==> config.mk <==
export PLATFORM = sky130hd
export DESIGN_NAME = uart_tx_periph
export DESIGN_NICKNAME = d
export VERILOG_FILES = /design/src/rtl/uart_tx_periph.sv
export SDC_FILE = /design/constraint.sdc
export NUM_CORES = 1
export LEC_CHECK = 0
export BUFFER_PORTS_ARGS = -buffer_cell sky130_fd_sc_hd__buf_4
export CELL_PAD_IN_SITES_DETAIL_PLACEMENT = 0
export CELL_PAD_IN_SITES_GLOBAL_PLACEMENT = 2
export CORE_UTILIZATION = 30
export CTS_BUF_LIST = sky130_fd_sc_hd__clkbuf_4 sky130_fd_sc_hd__clkbuf_8 sky130_fd_sc_hd__clkbuf_16
export DETAILED_ROUTE_END_ITERATION = 10
export PLACE_DENSITY_LB_ADDON = 0.2
export SYNTH_ARGS = -nofsm -noshare
export SYNTH_HDL_FRONTEND = slang
export SYNTH_SLANG_ARGS = --single-unit
==> constraint.sdc <==
create_clock -name clk -period 4.3 [get_ports clk]
set_input_delay 0.86 -clock clk [delete_from_list [all_inputs] [get_ports clk]]
set_output_delay 0.86 -clock clk [all_outputs]
set_load 0.01 [all_outputs]
==> src/rtl/uart_tx_periph.sv <==
// uart_tx_periph: bus-mapped 8N1 UART transmitter.
//
// Register map (only wraddr[3:2] is decoded, so every address aliases):
//   0x0 CTRL   [0] tx_en (R/W)
//   0x4 STATUS [0] busy (RO), [1] done (sticky), [2] overrun (sticky).
//              Any write clears done and overrun.
//   0x8 DIV    [15:0] clocks per bit. A written 0 is stored as 1.
//   0xC TXDATA [7:0] last accepted byte. A write starts a frame.
//
// Bus handshake: there is no ready/valid pair. A write takes effect on the
// rising edge where we=1. rdata is a pure combinational function of wraddr
// and has no side effects.
//
// Timing: an accepted TXDATA write at edge N puts the line low from cycle
// N+1. Start, eight data bits (LSB first) and stop each last exactly DIV
// cycles, where DIV is the value latched at acceptance. The frame is
// therefore 10*DIV cycles long. The edge that leaves STOP also returns the
// FSM to IDLE and sets done.
module uart_tx_periph #(
  parameter logic [31:0] DEFAULT_DIV = 32'd434
) (
  input  logic        clk,
  input  logic        rst,
  input  logic        we,
  input  logic [31:0] wraddr,
  input  logic [31:0] wdata,
  output logic [31:0] rdata,
  output logic        tx,
  output logic [1:0]  dbg_state
);

  typedef enum logic [1:0] {
    S_IDLE  = 2'd0,
    S_START = 2'd1,
    S_DATA  = 2'd2,
    S_STOP  = 2'd3
  } state_t;

  localparam logic [1:0] A_CTRL   = 2'd0;
  localparam logic [1:0] A_STATUS = 2'd1;
  localparam logic [1:0] A_DIV    = 2'd2;
  localparam logic [1:0] A_TXDATA = 2'd3;

  // Architectural registers
  logic        r_tx_en;
  logic        r_done;
  logic        r_overrun;
  logic [15:0] r_div;
  logic [7:0]  r_txdata;

  // Frame engine registers
  state_t      r_state;
  logic [15:0] r_div_lat;
  logic [15:0] r_baud;
  logic [2:0]  r_bit;
  logic        r_tx;

  // Next-state signals
  state_t      w_state_next;
  logic [15:0] w_baud_next;
  logic [2:0]  w_bit_next;
  logic        w_tx_next;
  logic        w_done_set;

  // Decode signals
  logic        w_wr_ctrl;
  logic        w_wr_status;
  logic        w_wr_div;
  logic        w_wr_txdata;
  logic        w_busy;
  logic        w_accept;
  logic        w_overrun_set;
  logic        w_baud_last;
  logic [15:0] w_div_wdata;

  // Bits of the bus that carry no meaning for this block.
  logic w_unused;
  assign w_unused = &{1'b0, wraddr[31:4], wraddr[1:0], wdata[31:16]};

  assign w_wr_ctrl   = we && (wraddr[3:2] == A_CTRL);
  assign w_wr_status = we && (wraddr[3:2] == A_STATUS);
  assign w_wr_div    = we && (wraddr[3:2] == A_DIV);
  assign w_wr_txdata = we && (wraddr[3:2] == A_TXDATA);

  assign w_busy = (r_state != S_IDLE);

  // A TXDATA write is only meaningful while enabled. When enabled it either
  // starts a frame (idle) or is dropped and flagged (busy, including the
  // final STOP cycle).
  assign w_accept      = w_wr_txdata && r_tx_en && !w_busy;
  assign w_overrun_set = w_wr_txdata && r_tx_en &&  w_busy;

  // Zero would stall the baud counter, so it is promoted to one.
  assign w_div_wdata = (wdata[15:0] == 16'd0) ? 16'd1 : wdata[15:0];

  assign w_baud_last = (r_baud == (r_div_lat - 16'd1));

  // Register file: CTRL, DIV, TXDATA and the sticky STATUS flags.
  always_ff @(posedge clk) begin
    if (rst) begin
      r_tx_en   <= 1'b0;
      r_done    <= 1'b0;
      r_overrun <= 1'b0;
      r_div     <= DEFAULT_DIV[15:0];
      r_txdata  <= 8'd0;
    end else begin
      if (w_wr_ctrl) begin
        r_tx_en <= wdata[0];
      end
      if (w_wr_div) begin
        r_div <= w_div_wdata;
      end
      if (w_accept) begin
        r_txdata <= wdata[7:0];
      end
      // Clear first, set afterwards: a completion coinciding with a STATUS
      // write leaves done=1.
      if (w_wr_status) begin
        r_done    <= 1'b0;
        r_overrun <= 1'b0;
      end
      if (w_done_set) begin
        r_done <= 1'b1;
      end
      if (w_overrun_set) begin
        r_overrun <= 1'b1;
      end
    end
  end

  // Latch the divider at frame start so mid-frame DIV writes wait a frame.
  always_ff @(posedge clk) begin
    if (rst) begin
      r_div_lat <= DEFAULT_DIV[15:0];
    end else if (w_accept) begin
      r_div_lat <= r_div;
    end
  end

  // FSM state, baud counter, bit index and the registered serial line.
  always_ff @(posedge clk) begin
    if (rst) begin
      r_state <= S_IDLE;
      r_baud  <= 16'd0;
      r_bit   <= 3'd0;
      r_tx    <= 1'b1;
    end else begin
      r_state <= w_state_next;
      r_baud  <= w_baud_next;
      r_bit   <= w_bit_next;
      r_tx    <= w_tx_next;
    end
  end

  // Next-state logic. The line level is derived from the next state so that
  // the registered tx changes on the same edge as the state does.
  always_comb begin
    w_state_next = r_state;
    w_baud_next  = r_baud;
    w_bit_next   = r_bit;
    w_done_set   = 1'b0;
    w_tx_next    = 1'b1;

    case (r_state)
      S_IDLE: begin
        if (w_accept) begin
          w_state_next = S_START;
          w_baud_next  = 16'd0;
          w_bit_next   = 3'd0;
        end
      end

      S_START: begin
        if (w_baud_last) begin
          w_state_next = S_DATA;
          w_baud_next  = 16'd0;
          w_bit_next   = 3'd0;
        end else begin
          w_baud_next = r_baud + 16'd1;
        end
      end

      S_DATA: begin
        if (w_baud_last) begin
          w_baud_next = 16'd0;
          if (r_bit == 3'd7) begin
            w_state_next = S_STOP;
            w_bit_next   = 3'd0;
          end else begin
            w_bit_next = r_bit + 3'd1;
          end
        end else begin
          w_baud_next = r_baud + 16'd1;
        end
      end

      S_STOP: begin
        if (w_baud_last) begin
          w_state_next = S_IDLE;
          w_baud_next  = 16'd0;
          w_done_set   = 1'b1;
        end else begin
          w_baud_next = r_baud + 16'd1;
        end
      end

      default: begin
        w_state_next = S_IDLE;
        w_baud_next  = 16'd0;
        w_bit_next   = 3'd0;
      end
    endcase

    case (w_state_next)
      S_START: w_tx_next = 1'b0;
      S_DATA:  w_tx_next = r_txdata[w_bit_next];
      default: w_tx_next = 1'b1;
    endcase
  end

  // Read mux; purely combinational and free of side effects.
  always_comb begin
    rdata = 32'd0;
    case (wraddr[3:2])
      A_CTRL:   rdata = {31'd0, r_tx_en};
      A_STATUS: rdata = {29'd0, r_overrun, r_done, w_busy};
      A_DIV:    rdata = {16'd0, r_div};
      A_TXDATA: rdata = {24'd0, r_txdata};
      default:  rdata = 32'd0;
    endcase
  end

  assign tx        = r_tx;
  assign dbg_state = r_state;

endmodule

# After elaboration in Yosys (flattened, before gate mapping)
# Cells that the tools add are included.
[totals] regBits=65 output_inout_bits=35 elab_cells=64
[op_classes] add_sub_neg=3 order_cmp=1 n_eq_ne=11 mux=24 n_reduce_logical=15
[ops] cell="$pmux 32 s4" count=1
[ops] cell="$mux 16" count=3
[ops] cell="$pmux 16 s2" count=1
[ops] cell="$add 16x1->16 const B" count=1
[ops] cell="$eq 16x16->1" count=1
[ops] cell="$logic_not 16->1" count=1
[ops] cell="$sub 16x1->16 const B" count=1
[ops] cell="$mux 3" count=4
[ops] cell="$eq 2x2->1 const B" count=5
[ops] cell="$mux 2" count=5
[ops] cell="$pmux 3 s3" count=1
[ops] cell="$pmux 2 s4" count=1
[ops] cell="$logic_and 1x1->1" count=7
[ops] cell="$eq 2x1->1 const B" count=3
[ops] cell="$mux 1" count=6
[ops] cell="$reduce_bool 2->1" count=3
[ops] cell="$logic_not 2->1" count=2
[ops] cell="$lt 3x4->1 const B" count=1
[ops] cell="$add 3x1->3 const B" count=1
[ops] cell="$bmux 1 s3" count=1
[ops] cell="$eq 3x3->1 const B" count=1
[ops] cell="$reduce_or 3->1" count=1
[ops] cell="$ne 2x2->1 const B" count=1
[ops] cell="$pmux 1 s2" count=1
[ops] cell="$logic_not 1->1" count=1

# Logic depth before layout (Yosys ltp)
# Gate-level depths: netlist of run 1.
[logic_depth] word_depth=9 ltp_mapped=14 ltp_nobuf=12

# Least setup slack after synthesis of run 1
# No wires, ideal clock.
[synth_timing] path_type="reg-to-reg" start="register r_div_lat[3]" end="register r_tx, in the netlist tx" t_arrival_ps=3136 required_ps=4175 setup_slack_ps=1038 stages_incl_launch_ff=13 n_path_buf=2 synth_period_minus_slack_ps=3262 cell_sequence="dfxtp_1 -> buf_6 -> nor4_4 -> nand4_2 -> mux2_2 -> a211oi_2 -> and4bb_1 -> buf_6 -> a31oi_1 -> and2_4 -> mux4_2 -> nor2b_1 -> o41a_1"
[synth_between] elab_chain_len=7 elab_cells_between_ends=14
[synth_lines] item="from (decl)" line_no="53" source="logic [15:0] r_div_lat;"
[synth_lines] item="from (signal assigned)" line_no="134" source="r_div_lat <= DEFAULT_DIV[15:0];"
[synth_lines] item="from (signal assigned)" line_no="136" source="r_div_lat <= r_div;"
[synth_lines] item="$sub 16x1->16 (*)" line_no="96" source="assign w_baud_last = (r_baud == (r_div_lat - 16'd1));"
[synth_lines] item="$eq 16x16->1 (*)" line_no="96"
[synth_lines] item="$mux 3 (on tied branches)" line_no="184, 174"
[synth_lines] item="$pmux 3 s3" line_no="164" source="case (r_state)"
[synth_lines] item="$bmux 1 s3" line_no="216" source="S_DATA: w_tx_next = r_txdata[w_bit_next];"
[synth_lines] item="$mux 1 (implied by the code)" line_no="216"
[synth_lines] item="$pmux 1 s2 (*)" line_no="214" source="case (w_state_next)"
[synth_lines] item="to (signal assigned)" line_no="151" source="r_tx <= w_tx_next;"
[synth_lines] item="to (decl)" line_no="56" source="logic r_tx;"
# Every way passes the cells marked *; elsewhere a longest branch is shown, timed or not. The select of a mux whose other input is x is not followed.
# A chain may end at the register's enable or synchronous reset.

# Final worst setup path of run 1
[layout_timing] start="register r_div_lat[0]" end="register r_tx, in the netlist tx"
# Same word-level chain as after synthesis.

==> impl_summary.txt, run 1 <==
----------------------------------------------------
[Status]
  Outcome ... finished clean

[Routing]
  Number of vias after detailed routing ... 3,407
  Routed Wire Length ... 9960 um
  DRC violation count after routing ... 0
  Pre-antenna DRT Iters ... 4
  Vias per inst ... just under 5
  Starting DRC count in detailed routing ... about 170
  Routed wire length per instance ... 14.5 um
  Post-route antenna net violation count ... 0

[Clock network]
  Clock tree from TritonCTS ... done
  Clock sink count ... 65
  Post-cts resize count ... 0
  Setup repair bufs after CTS ... 0
  CTS Root Buffer Type ... sky130_fd_sc_hd__clkbuf_16
  Insertion delay of the later-clocked pin in the worst-skew pair ... around 0.33 ns
  Inserted Clock Buffers ... 9
  Maximum number of buffers from clock root to sink ... 2
  CTS H-tree lvls ... 3
  CTS clk-pin slew, worst paths ... roughly 0.06 ns
  Hold buffers post-CTS ... 0

[Global routing]
  Antenna violations before repair ... 0
  First-pass GRT wire length ... about 17,000 um
  Via count of the first global-routing pass ... roughly 3.2k
  Global-route congestion overflow total ... 0
  Maximum number of pins on one net before global-route repair ... between 60 and 70
  Total routing usage reported by global routing ... between 10% and 20%

[Critical path]
  Nature of the critical path endpoint ... register
  Cells along the critical path ... inv_1, ha_1, nor2b_1, a211oi_1, a211oi_1, a2111oi_0, and4bb_1, nand2_1, a32oi_1, mux4_2, nor2b_1, o41a_1
  Worst path slowest cell ... sky130_fd_sc_hd__a2111oi_0
  Maximum fanout count along the critical path ... 8
  Required time at the endpoint of the critical path ... 4.51 ns
  Setup slack of the worst register-to-register path ... about 0.50 ns
  Worst Path Arrival ... 4.01 ns
  Largest incremental delay on the critical path ... roughly 0.5 ns
  CP Launch Type ... register
  Critical path start-end classification ... register to register

[Final layout]
  Most used cells in the layout excluding fill and tap cells ... sky130_fd_sc_hd__nand2_1, sky130_fd_sc_hd__dfxtp_1, sky130_fd_sc_hd__a21oi_1, sky130_fd_sc_hd__buf_4, sky130_fd_sc_hd__nor2_1
  Layout-stage area growth over the synthesis result ... 17.6%
  Total inserted antenna cells ... 0
  # fillers ... between 1k and 1.5k
  Proportion of layout cells with a drive suffix above 1 ... about 15%
  Multi-input gate area in the final layout ... around 2200 sq um
  Most common cell after layout, fill and taps aside ... sky130_fd_sc_hd__nand2_1
  End-of-flow core utilization ... a little over a third
  Register area ... 1300 sq um
  Final #Nets ... around 600

[Pwr]
  Pwr per Cell Area ... between 300 and 400 nW/um^2
  Worst-case vdd ir drop ... about 0.13 mV
  Leakage power summed over all cells ... roughly 1.7 nW

[Synthesis]
  #FFs+latches synth ... 65
  Post-Syn Area per Cell ... roughly 7.8 sq um
  Number of warnings issued by yosys ... 0
  Post-synthesis cell type count ... between 60 and 70
  Share of synthesized area occupied by flip-flops and latches ... a little over a third
  Share of async-settable or async-resettable flops after synthesis ... 0%
  Number of instances in the synthesized netlist ... approximately 480
  Cell types with the largest area share after synthesis ... sky130_fd_sc_hd__dfxtp_1, sky130_fd_sc_hd__nand2_1, sky130_fd_sc_hd__a21oi_1
  Top cell type's share of synthesized area ... 34.7%
  Number of flops mapped to enable cells by yosys ... 0
  Biggest area consumer among synthesized cells ... sky130_fd_sc_hd__dfxtp_1
  Synthesized cell area ... 3750 sq um
  Post-synth top flop ... sky130_fd_sc_hd__dfxtp_1

[Timing]
  Worst Tran Pin Value ... 1.03 ns
  Period minus WS final ... between 3 and 4 ns
  Worst slew slack as a fraction of its limit ... between 30% and 40%
  Highest attainable clock frequency ... 263 MHz
  Final worst-path setup slack ... approximately 0.5 ns
  Portion of the clock cycle consumed by the worst path in the final layout ... 88.4%
  Final hold violations ... 0
  Largest clock skew in the final design ... around 0.007 ns
  Setup repair after global routing missed its margin ... no
  Final number of max-transition violations ... 0
  Number of setup violations in the final report ... 0
  Summed negative setup slack over all endpoints ... 0 ns
  Worst-case hold slack ... 0.466 ns

[Worst hold path]
  Min-delay worst type ... register to register

[Die]
  Number of core rows ... 40
  Die boundary width ... roughly 110 um
  Overall die area ... 13,000 sq um
  Core Footprint ... 12,100 sq um
  Starting utilization of the core area ... just over 30%
  Top Ports ... between 100 and 150
  Height of the die ... about 110 um

[Placed design]
  Weighted congestion reported at the end of routability-driven placement ... between 0.7 and 0.8
  Pre-CTS setup slack ... about 0.46 ns
  Detailed-placement wirelength estimate ... 7020 um
  Count of port buffers added during placement ... 39

[Run]
  Max cap viols ... 0

----------------------------------------------------
synthesized netlist by cell type (all sizes together), types with 6 or more instances:
cell / number
mux2i: 7
clkbuf: 22
buf: 21
xor2: 8
nor2: 36
and3: 11
a21oi: 49
and2: 14
nor2b: 14
o21ai: 17
dfxtp: 65
nand3: 10
nand3b: 9
nor3: 10
inv: 6
xnor2: 6
nand4b: 13
nand2: 93
path summary, 6_finish.rpt:
kind | startpoint | to | cells past startpoint
setup / recovery | r_div_lat[0] | tx | 12
hold reg to reg | r_txdata[0] | r_txdata[0] | 2
hold / removal | r_txdata[0] | r_txdata[0] | 2
setup reg to reg | r_div_lat[0] | tx | 12
metrics by stage:
stage | std cells | total power [mW] | instance area [sq um]
floorplan | 499 | 0.683 | 3810
global placement | 670 | 0.710 | 4130
detailed placement | 670 | 0.710 | 4130
CTS | 685 | 1.42 | 4420
global route | 685 | 1.46 | 4420
finish | 685 | 1.39 | 4420
flip-flops by register name, indices dropped and copies added (netlist names), 2 cells and up:
register	count
r_div	16
r_div_lat	16
r_baud	16
r_bit	3
r_txdata	8
dbg_state	2
power by group:
| group | switching (mW) | total, mW | internal (mW) |
|---|---|---|---|
| logic | 0.0478 | 0.0796 | 0.0319 |
| registers | 0.00710 | 0.617 | 0.610 |
| clock network | 0.257 | 0.697 | 0.439 |
| total | 0.312 | 1.39 | 1.08 |
per-layer routing:
layer | routed length [um] | vias up | global-route usage [%]
li1 | - | 1733 | -
met1 | 4940 | 1599 | 21.7
met2 | 4550 | 70 | 26.5
met3 | 371 | 5 | 3.19
met4 | 99 | 0 | 5.54
met5 | 0 | - | 0
layout make-up:
cell class / instances / area share (%)
clock buffer: 13 / 6.21
clock inverter: 2 / 0.283
inverter: 6 / 0.510
multi-input combinational: 385 / 50.9
sequential: 65 / 29.5
tap: 168 / 4.76
timing repair buffer: 46 / 7.82
logic make-up (layout without fill, tap and decap cells):
logic type	count (synthesis)	in the layout	synth area share [%]
and+or+nand+nor	236	236	32.6
AOI/OAI and AO/OA	102	102	16.8
xor gates and xnor gates	14	14	3.27
other	1	16	0.0999
adders and majority gates	4	4	1.33
DFF	65	65	34.7
muxes	13	13	4.27
buffers and inverters	49	67	6.90
worst max-delay path, delay by kind of cell, from the launching register on:
kind / cells / cell delay, ns
AND/OR/NAND/NOR: 4 / 0.88
flip-flops: 1 / 0.41
adder cells (fa/ha/maj): 1 / 0.28
multiplexers: 1 / 0.38
AO/OA/AOI/OAI: 5 / 1.63
buffers and inverters: 1 / 0.08
(Power assumes the default switching activity.)
==> run 2, diff against run 1 <==
--- a/config.mk
+++ b/config.mk
@@ -12,6 +12,7 @@
 export CTS_BUF_LIST = sky130_fd_sc_hd__clkbuf_4 sky130_fd_sc_hd__clkbuf_8 sky130_fd_sc_hd__clkbuf_16
 export DETAILED_ROUTE_END_ITERATION = 10
 export PLACE_DENSITY_LB_ADDON = 0.2
+export RECOVER_POWER = 50
 export SYNTH_ARGS = -nofsm -noshare
 export SYNTH_HDL_FRONTEND = slang
 export SYNTH_SLANG_ARGS = --single-unit
==> impl_summary.txt, run 2 (same netlist as run 1, synthesis figures left out) <==
----------------------------------------------------
[Critical path]
  Worst path slowest cell ... sky130_fd_sc_hd__a2111oi_0
  Required time at the endpoint of the critical path ... roughly 4.5 ns
  Worst Path Arrival ... 3.99 ns
  Cells along the critical path ... inv_1, ha_1, nor2b_1, a211oi_1, a211oi_1, a2111oi_0, and4bb_1, nand2_1, a32oi_1, mux4_2, nor2b_1, o41a_1
  CP Launch Type ... register
  Count of buffering cells on the critical path with inverters included ... 1
  Nature of the critical path endpoint ... register
  Critical path start-end classification ... register to register
  Largest incremental delay on the critical path ... around 0.50 ns
  Top Family by Delay on Critical Path ... compound AO/OA/AOI/OAI gates
  Maximum fanout count along the critical path ... 8

[Pwr]
  Pwr per Cell Area ... 318 nW/um^2
  Share of power burned in registers ... around 44%
  Combinational Power Share ... 5.6%
  Worst-case vdd ir drop ... between 0.1 and 0.15 mV
  Leakage power summed over all cells ... approximately 1.7 nW
  Net Sw Frac ... 22.4%
  Fraction of power consumed by the clock network ... roughly half
  Internal Power ... about 1.1 mW
  Net Switching ... around 310 uW

[Timing]
  Final number of max-transition violations ... 67
  Summed negative setup slack over all endpoints ... 0 ns
  Portion of the clock cycle consumed by the worst path in the final layout ... between 80% and 90%
  Largest clock skew in the final design ... slightly below 0.007 ns
  Period minus WS final ... 3.79 ns
  Number of setup violations in the final report ... 0
  Highest attainable clock frequency ... between 200 and 300 MHz
  Worst slew slack as a fraction of its limit ... -100%
  Setup repair after global routing missed its margin ... no
  Final hold violations ... 0
  Worst Tran Pin Value ... 3.00 ns

[Clock network]
  Post-cts resize count ... 0
  CTS clk-pin slew, worst paths ... 0.06 ns
  Clock sink count ... between 60 and 70
  CTS Root Buffer Type ... sky130_fd_sc_hd__clkbuf_16
  Clock tree from TritonCTS ... done
  Inserted Clock Buffers ... 9
  Maximum number of buffers from clock root to sink ... 2
  CTS H-tree lvls ... 3
  Insertion delay of the later-clocked pin in the worst-skew pair ... roughly 0.33 ns
  Setup repair bufs after CTS ... 0
  Hold buffers post-CTS ... 0

[Final layout]
  Total inserted antenna cells ... 0
  End-of-flow core utilization ... approximately 36%
  Final #Nets ... 584
  Non-filler cells, final ... 685
  Most common cell after layout, fill and taps aside ... sky130_fd_sc_hd__nand2_1
  Most used cells in the layout excluding fill and tap cells ... sky130_fd_sc_hd__nand2_1, sky130_fd_sc_hd__dfxtp_1, sky130_fd_sc_hd__a21oi_1, sky130_fd_sc_hd__buf_4, sky130_fd_sc_hd__nor2_1
  Layout-stage area growth over the synthesis result ... 16.7%
  Proportion of layout cells with a drive suffix above 1 ... approximately an eighth
  Finished layout cell area ... between 4000 and 5000 sq um
  Largest regs ... r_baud (16), r_div (16), r_div_lat (16)

[Worst hold path]
  Min-delay worst type ... register to register

[Routing]
  Routed wire length per instance ... approximately 15 um
  Vias per inst ... around 5.0
  DRC violation count after routing ... 0
  Starting DRC count in detailed routing ... around 170
  Routed Wire Length ... ~10000 um
  Number of vias after detailed routing ... approximately 3.4k
  Pre-antenna DRT Iters ... 4
  Post-route antenna net violation count ... 0

[Status]
  Outcome ... finished, violations left
  Violated checks ... capacitance limit, slew limit

[Die]
  Die boundary width ... 114 um
  Top Ports ... slightly above 100
  Overall die area ... between 10,000 and 15,000 sq um
  Height of the die ... roughly 110 um
  Core Footprint ... ~12,000 sq um
  Number of core rows ... 40
  Starting utilization of the core area ... between 30% and 40%

[Placed design]
  Placed standard-cell area ... ~4100 sq um
  Detailed-placement wirelength estimate ... ~7000 um
  Count of port buffers added during placement ... 39
  Cell count after placement ... between 600 and 700
  Weighted congestion reported at the end of routability-driven placement ... roughly 0.76

[Global routing]
  First-pass GRT wire length ... 16,500 um
  Total routing usage reported by global routing ... between 15 and 20%
  Antenna violations before repair ... 0
  Global-route congestion overflow total ... 0
  Maximum number of pins on one net before global-route repair ... 67
  Via count of the first global-routing pass ... 3,216

[Run]
  Max cap viols ... 1

----------------------------------------------------
[run 2: worst register-to-register path, cell delays in order, from the launching register on]
cell and delay, ns:
sky130_fd_sc_hd__dfxtp_1 0.41, sky130_fd_sc_hd__inv_1 0.08, sky130_fd_sc_hd__ha_1 0.29, sky130_fd_sc_hd__nor2b_1 0.23, sky130_fd_sc_hd__a211oi_1 0.29, sky130_fd_sc_hd__a211oi_1 0.10, sky130_fd_sc_hd__a2111oi_0 0.50, sky130_fd_sc_hd__and4bb_1 0.37
sky130_fd_sc_hd__nand2_1 0.13, sky130_fd_sc_hd__a32oi_1 0.35, sky130_fd_sc_hd__mux4_2 0.38, sky130_fd_sc_hd__nor2b_1 0.16, sky130_fd_sc_hd__o41a_1 0.39
[run 2: routing by layer]
metal | global-route usage (%) | wire length (um) | vias to the layer above
met4 | 5.54 | 99 | 0
met2 | 26.5 | 4550 | 64
li1 | - | - | 1732
met5 | 0 | 0 | -
met3 | 3.19 | 346 | 5
met1 | 21.7 | 5000 | 1609
[run 2: worst paths after layout]
check | from | to | slack, ns | cells past startpoint
worst max register to register | r_div_lat[0] | tx | 0.51 | 12
worst min-delay path | r_div[11] | r_div[11] | 0.47 | 2
worst max-delay path | r_div_lat[0] | tx | 0.51 | 12
worst min register to register | r_div[11] | r_div[11] | 0.47 | 2
[run 2: layout make-up]
type	instances	area, sq um
sequential	65	1300
timing repair buffer	46	312
multi-input combinational	385	2250
inverter	6	22.5
clock buffer	13	274
tap	168	210
fill	1325	7730
clock inverter	2	12.5
[run 2: power groups by stage]
stage | registers [mW] | clock network, mW | logic, mW
finish | 0.617 | 0.697 | 0.0780
global route | 0.618 | 0.749 | 0.0870
CTS | 0.617 | 0.719 | 0.0803
detailed placement | 0.630 | 0 | 0.0800
global placement | 0.630 | 0 | 0.0797
floorplan | 0.627 | 0 | 0.0564
[run 2: stage by stage]
step | hold WS, ns | worst slack (ns) | power, mW
finish | 0.467 | 0.515 | 1.39
global route | 0.491 | 0.283 | 1.45
CTS | 0.465 | 0.460 | 1.42
detailed placement | 0.457 | 0.464 | 0.710
global placement | 0.453 | 0.538 | 0.710
floorplan | 0.440 | 1.04 | 0.683
